## config.mk

```make
export PLATFORM = sky130hd
export DESIGN_NAME = gray_run_ctrl
export DESIGN_NICKNAME = d
export VERILOG_FILES = /design/src/rtl/gray_run_ctrl.sv
export SDC_FILE = /design/constraint.sdc
export NUM_CORES = 1
export LEC_CHECK = 0
export ABC_AREA = 1
export CAP_MARGIN = 5
export CORE_ASPECT_RATIO = 2
export CORE_MARGIN = 5
export CORE_UTILIZATION = 40
export CTS_CLUSTER_SIZE = 28
export DETAILED_ROUTE_END_ITERATION = 8
export GPL_TIMING_DRIVEN = 0
export PLACE_DENSITY = 0.74
export SLEW_MARGIN = 15
export SYNTH_ARGS = -nofsm -noshare
export SYNTH_HDL_FRONTEND = slang
export SYNTH_SLANG_ARGS = --single-unit
export TNS_END_PERCENT = 20
```

## constraint.sdc

```tcl
create_clock -name clk -period 2.6 [get_ports clk]
set_input_delay 0.52 -clock clk [delete_from_list [all_inputs] [get_ports clk]]
set_output_delay 0.52 -clock clk [all_outputs]
set_load 0.01 [all_outputs]
```

## src/rtl/gray_run_ctrl.sv

```systemverilog
// gray_run_ctrl: sequences a 5-bit Gray counter (enable/reset_L) for N steps
// with pause/abort, and optionally checks each observed step is single-bit.
// Ports: clk, reset_L (async, active-low); start/steps/hold/abort control;
//   gray_in counter output; cnt_enable/cnt_reset_L drive the counter;
//   busy, done (pulse), err (sticky), steps_done (advances issued).
// Optional macro GRAY_CHECK_EN compiles in the Gray monitor; else err=0.
module gray_run_ctrl #(
  parameter int GRAY_W = 5,
  parameter int CNT_W  = 10
) (
  input  logic              clk,
  input  logic              reset_L,
  input  logic              start,
  input  logic [CNT_W-1:0]  steps,
  input  logic              hold,
  input  logic              abort,
  input  logic [GRAY_W-1:0] gray_in,
  output logic              cnt_enable,
  output logic              cnt_reset_L,
  output logic              busy,
  output logic              done,
  output logic              err,
  output logic [CNT_W-1:0]  steps_done
);

  typedef enum logic [2:0] {
    IDLE,
    CLEAR,
    RUN,
    PAUSE,
    DRAIN,
    DONE
  } state_t;

  localparam logic [CNT_W-1:0] ONE = CNT_W'(1);
  localparam logic [CNT_W-1:0] SAT = '1;

  state_t           state;
  state_t           state_nx;
  logic             accept;
  logic [CNT_W-1:0] remaining;
  logic [CNT_W-1:0] remaining_nx;
  logic [CNT_W-1:0] steps_done_nx;

  always_ff @(posedge clk or negedge reset_L) begin
    if (!reset_L) begin
      state <= IDLE;
    end else begin
      state <= state_nx;
    end
  end

  always_comb begin
    state_nx = state;
    accept   = 1'b0;
    unique case (state)
      IDLE: begin
        if (start) begin
          state_nx = CLEAR;
          accept   = 1'b1;
        end
      end
      CLEAR: begin
        state_nx = (remaining != '0) ? RUN : DRAIN;
      end
      RUN: begin
        // the last advance always completes, hold is ignored there
        if (remaining == ONE) begin
          state_nx = DRAIN;
        end else if (hold) begin
          state_nx = PAUSE;
        end
      end
      PAUSE: begin
        if (!hold) begin
          state_nx = RUN;
        end
      end
      DRAIN:   state_nx = DONE;
      DONE:    state_nx = IDLE;
      default: state_nx = IDLE;
    endcase
    if (abort && (state inside {CLEAR, RUN, PAUSE, DRAIN})) begin
      state_nx = IDLE;
    end
  end

  // a RUN cycle always issues an advance, even when it is aborted
  always_comb begin
    remaining_nx  = remaining;
    steps_done_nx = steps_done;
    if (accept) begin
      remaining_nx  = steps;
      steps_done_nx = '0;
    end else if (state == RUN) begin
      remaining_nx = remaining - ONE;
      if (steps_done != SAT) begin
        steps_done_nx = steps_done + ONE;
      end
    end
  end

  // outputs are decoded from the next state so they line up with it
  always_ff @(posedge clk or negedge reset_L) begin
    if (!reset_L) begin
      remaining   <= '0;
      steps_done  <= '0;
      cnt_enable  <= 1'b0;
      cnt_reset_L <= 1'b0;
      busy        <= 1'b0;
      done        <= 1'b0;
    end else begin
      remaining   <= remaining_nx;
      steps_done  <= steps_done_nx;
      cnt_enable  <= (state_nx == RUN);
      cnt_reset_L <= (state_nx != CLEAR);
      busy        <= (state_nx != IDLE);
      done        <= (state_nx == DONE);
    end
  end

`ifdef GRAY_CHECK_EN
  logic [GRAY_W-1:0] gray_prev;
  logic [GRAY_W-1:0] diff;
  logic              en_d;
  logic              first_chk;
  logic              chk;
  logic              bad;

  // skip CLEAR: the counter may be resetting underneath us
  assign chk  = busy && (state != CLEAR);
  assign diff = gray_in ^ gray_prev;

  always_comb begin
    bad = 1'b0;
    if (first_chk) begin
      bad = (gray_in != '0);
    end else if (en_d) begin
      bad = ($countones(diff) != 1);
    end else begin
      bad = (diff != '0);
    end
  end

  always_ff @(posedge clk or negedge reset_L) begin
    if (!reset_L) begin
      gray_prev <= '0;
      en_d      <= 1'b0;
      first_chk <= 1'b0;
      err       <= 1'b0;
    end else begin
      gray_prev <= gray_in;
      en_d      <= cnt_enable;
      first_chk <= (state == CLEAR);
      if (accept) begin
        err <= 1'b0;
      end else if (chk && bad) begin
        err <= 1'b1;
      end
    end
  end
`else
  logic unused_gray;

  assign unused_gray = ^gray_in;
  assign err         = 1'b0;
`endif

endmodule

```

==> run summary <==
Clk_skew - 0.00764 ns
Termination of the worst setup path - steps_done[0]
PostCTS Resize Cnt - 0
DR WL/cell - 12.3 um
DRC Markers - 0
Final-report setup violation count - 0
Ratio of final minimum period to clock period - 71.9%
Site Rows - 33
Area growth, synth to finish - 23.1%
Status - completed
Sequential share of the synthesized area - 40.4%
Placeable Area - 4090 um2
# fillers - 411
Asr flop ratio synth - 100%
Synth top area cells - dfrtp_1, nand2_1, nand3_1
Crit path capture type - output port
Cell chain of the critical path - clkdlybuf4s50_1
ANT nets after route - 0
Final period demand of the worst path - 1.87 ns
Largest net degree at the start of global routing - 28
Fmax achieved - 535 MHz
Clk root buf - clkbuf_8
Vias in the first global route - 1450
Worst-margin pin slew - 0.623 ns
PwrDens - 928 nW/um2
Post-synthesis cell type count - 30
Critical Path RT - 2.08 ns
Syn. warnings - 0
Unrepaired setup endpoints after global routing - false
DPL Wire Length - 2850 um
CP arrival - 1.35 ns
Worst R2R End - steps_done[2]
Syn nets - 236
Primary FF master, synth - dfrtp_1
Total vias in the final route - 1453
GP Congestion - 0.816
Most frequent cells in the layout - nand2_1, dfrtp_1, clkdlybuf4s50_1
Total CTS buffers - 3
Slew Limit Fails - 0
Hold crit path type - in -> async
Clock Path Buffers - 2
Total power - 1.91 mW
Drt first pass iters - 4
All-Layer GR Usage - 13.8%
Die height - 101 um
CTS tree - done
Commonest non-fill, non-tap cell in the layout - nand2_1
FF+latch count, synth - 27
First-pass GRT wire length - 6210 um
Setup CP Type - reg -> out
Crit. path cell count - 1
Setup TNS - 0 ns
CP delay by family, top - buffers and inverters
Syn Area/Cell - 7.90 um2
DR iter-0 viols - 34
CP Buf/Inv Count - 1
CTS clock-pin slew for the worst setup and hold paths - 0.10 ns
Nets - 269
Crit path launch type - flip-flop
Die Wd - 55.7 um
Vias per cell - 4.91
Worst-path fanout max - 7
Relative slew margins - 58.5%
R2r setup slk - 0.85 ns
R2R depth - 10
Initial antenna violation count - 0
Initial Util - 41.0%
Gr ovfl total - 0
Share of layout cells above drive strength 1 - 14.8%
IO buf count - 28
Mapped Area - 1670 um2
Max-Cap Viols - 0
Worst VDD drop - 562 uV
Crit. Startpoint - steps_done[0]
Hold-fix buffers, CTS - 0
I/O pin cnt - 35
H-Tree Depth - 1
Critical Path Slowest Stage Cell - clkdlybuf4s50_1
Setup Fix Bufs, Post-CTS - 0
Post-Route WL - 3650 um
Max stage delay on crit path - 0.59 ns
Synth area leader - dfrtp_1
Synth top area share - 40.4%
Cells after Synth - 212
Clock Latency Late Sink - 0.28 ns
Final hold vios - 0
RR Startpoint - steps_done[0]
LEAKAGE - 0.938 nW
# diodes - 0
Clock Sinks - 27
Die area - 5660 um2
EDFF count, synth - 0
-- cells by family after synthesis --
| group | synth area share (%) |
|---|---|
| buffers and inverters | 7.18 |
| adders and majority gates | 2.99 |
| and+or+nand+nor | 35.5 |
| other | 0.224 |
| AOI/OAI and AO/OA | 10.1 |
| xor gates and xnor gates | 3.66 |
| DFF | 40.4 |
-- layout make-up --
| cell class | instances | area (um2) | area share, % |
|---|---|---|---|
| buffer | 4 | 37.5 | 1.82 |
| clock buffer | 3 | 41.3 | 2.00 |
| clock inverter | 1 | 5.00 | 0.243 |
| inverter | 22 | 82.6 | 4.01 |
| multi-input combinational | 159 | 878 | 42.6 |
| sequential | 27 | 676 | 32.8 |
| tap | 52 | 65.1 | 3.16 |
| timing repair buffer | 28 | 275 | 13.4 |
-- how the worst min path moves through the flow --
stage / start / slack [ns] / cells past startpoint / end
2_1_floorplan: reset_L / 0.22 / 0 / busy
3_3_place_gp: remaining[6] / 0.49 / 2 / remaining[6]
3_5_place_dp: remaining[9] / 0.50 / 2 / remaining[9]
4_1_cts: reset_L / 0.27 / 1 / steps_done[9]
5_1_grt: reset_L / 0.30 / 1 / steps_done[9]
6_report: reset_L / 0.25 / 1 / steps_done[9]
-- registers in the layout, indices dropped and copies added (netlist names) --
register,flops
remaining,10
done,1
cnt_enable,1
busy,1
cnt_reset_L,1
steps_done,10
state,3
-- metal layers --
layer	vias up	track usage, %	wire (um)
li1	743	-	-
met3	5	1.91	154
met5	-	0	0
met4	0	5.62	48
met2	29	27.2	2060
met1	676	14.2	1380
-- where the power goes --
part	leakage, nW	switching, mW	total, mW	internal [mW]
Sequential	0.346	0.130	0.686	0.556
Clock	0.0255	0.135	0.243	0.108
Combinational	0.566	0.588	0.984	0.396
-- synthesized netlist by cell type (2+ instances only) --
master / n
a21oi_1: 2
buf_2: 2
dfrtp_1: 27
ha_1: 4
inv_1: 19
inv_2: 2
nand2_1: 58
nand2_2: 6
nand2_4: 3
nand3_1: 19
nand3_2: 2
nand4_1: 3
nor2_1: 22
nor2_4: 3
nor3_1: 3
o211ai_1: 5
o21ai_0: 5
o21ai_2: 8
o22ai_1: 2
or2_2: 2
xnor2_1: 2
xor2_1: 5
-- metrics by stage --
stage / setup WS [ns] / utilization [%] / std cells / hold WS (ns) / cell area [um2]
2_1_floorplan: 0.995 / - / 212 / 0.224 / 1670
3_3_place_gp: 0.549 / 49.4 / 292 / 0.491 / 2020
3_5_place_dp: 0.656 / 49.3 / 292 / 0.501 / 2010
4_1_cts: 0.721 / 50.4 / 296 / 0.272 / 2060
5_1_grt: 0.679 / 50.4 / 296 / 0.298 / 2060
6_report: 0.732 / 50.4 / 296 / 0.249 / 2060
-- worst reg2reg max path: cells and delay by family (launching register included) --
family	cells	cell delay, ns
AND/OR/NAND/NOR	7	0.74
buffers and inverters	1	0.15
AO/OA/AOI/OAI	1	0.06
flip-flops	1	0.49
adder cells (fa/ha/maj)	1	0.26
Power figures use the tool's default switching activity.
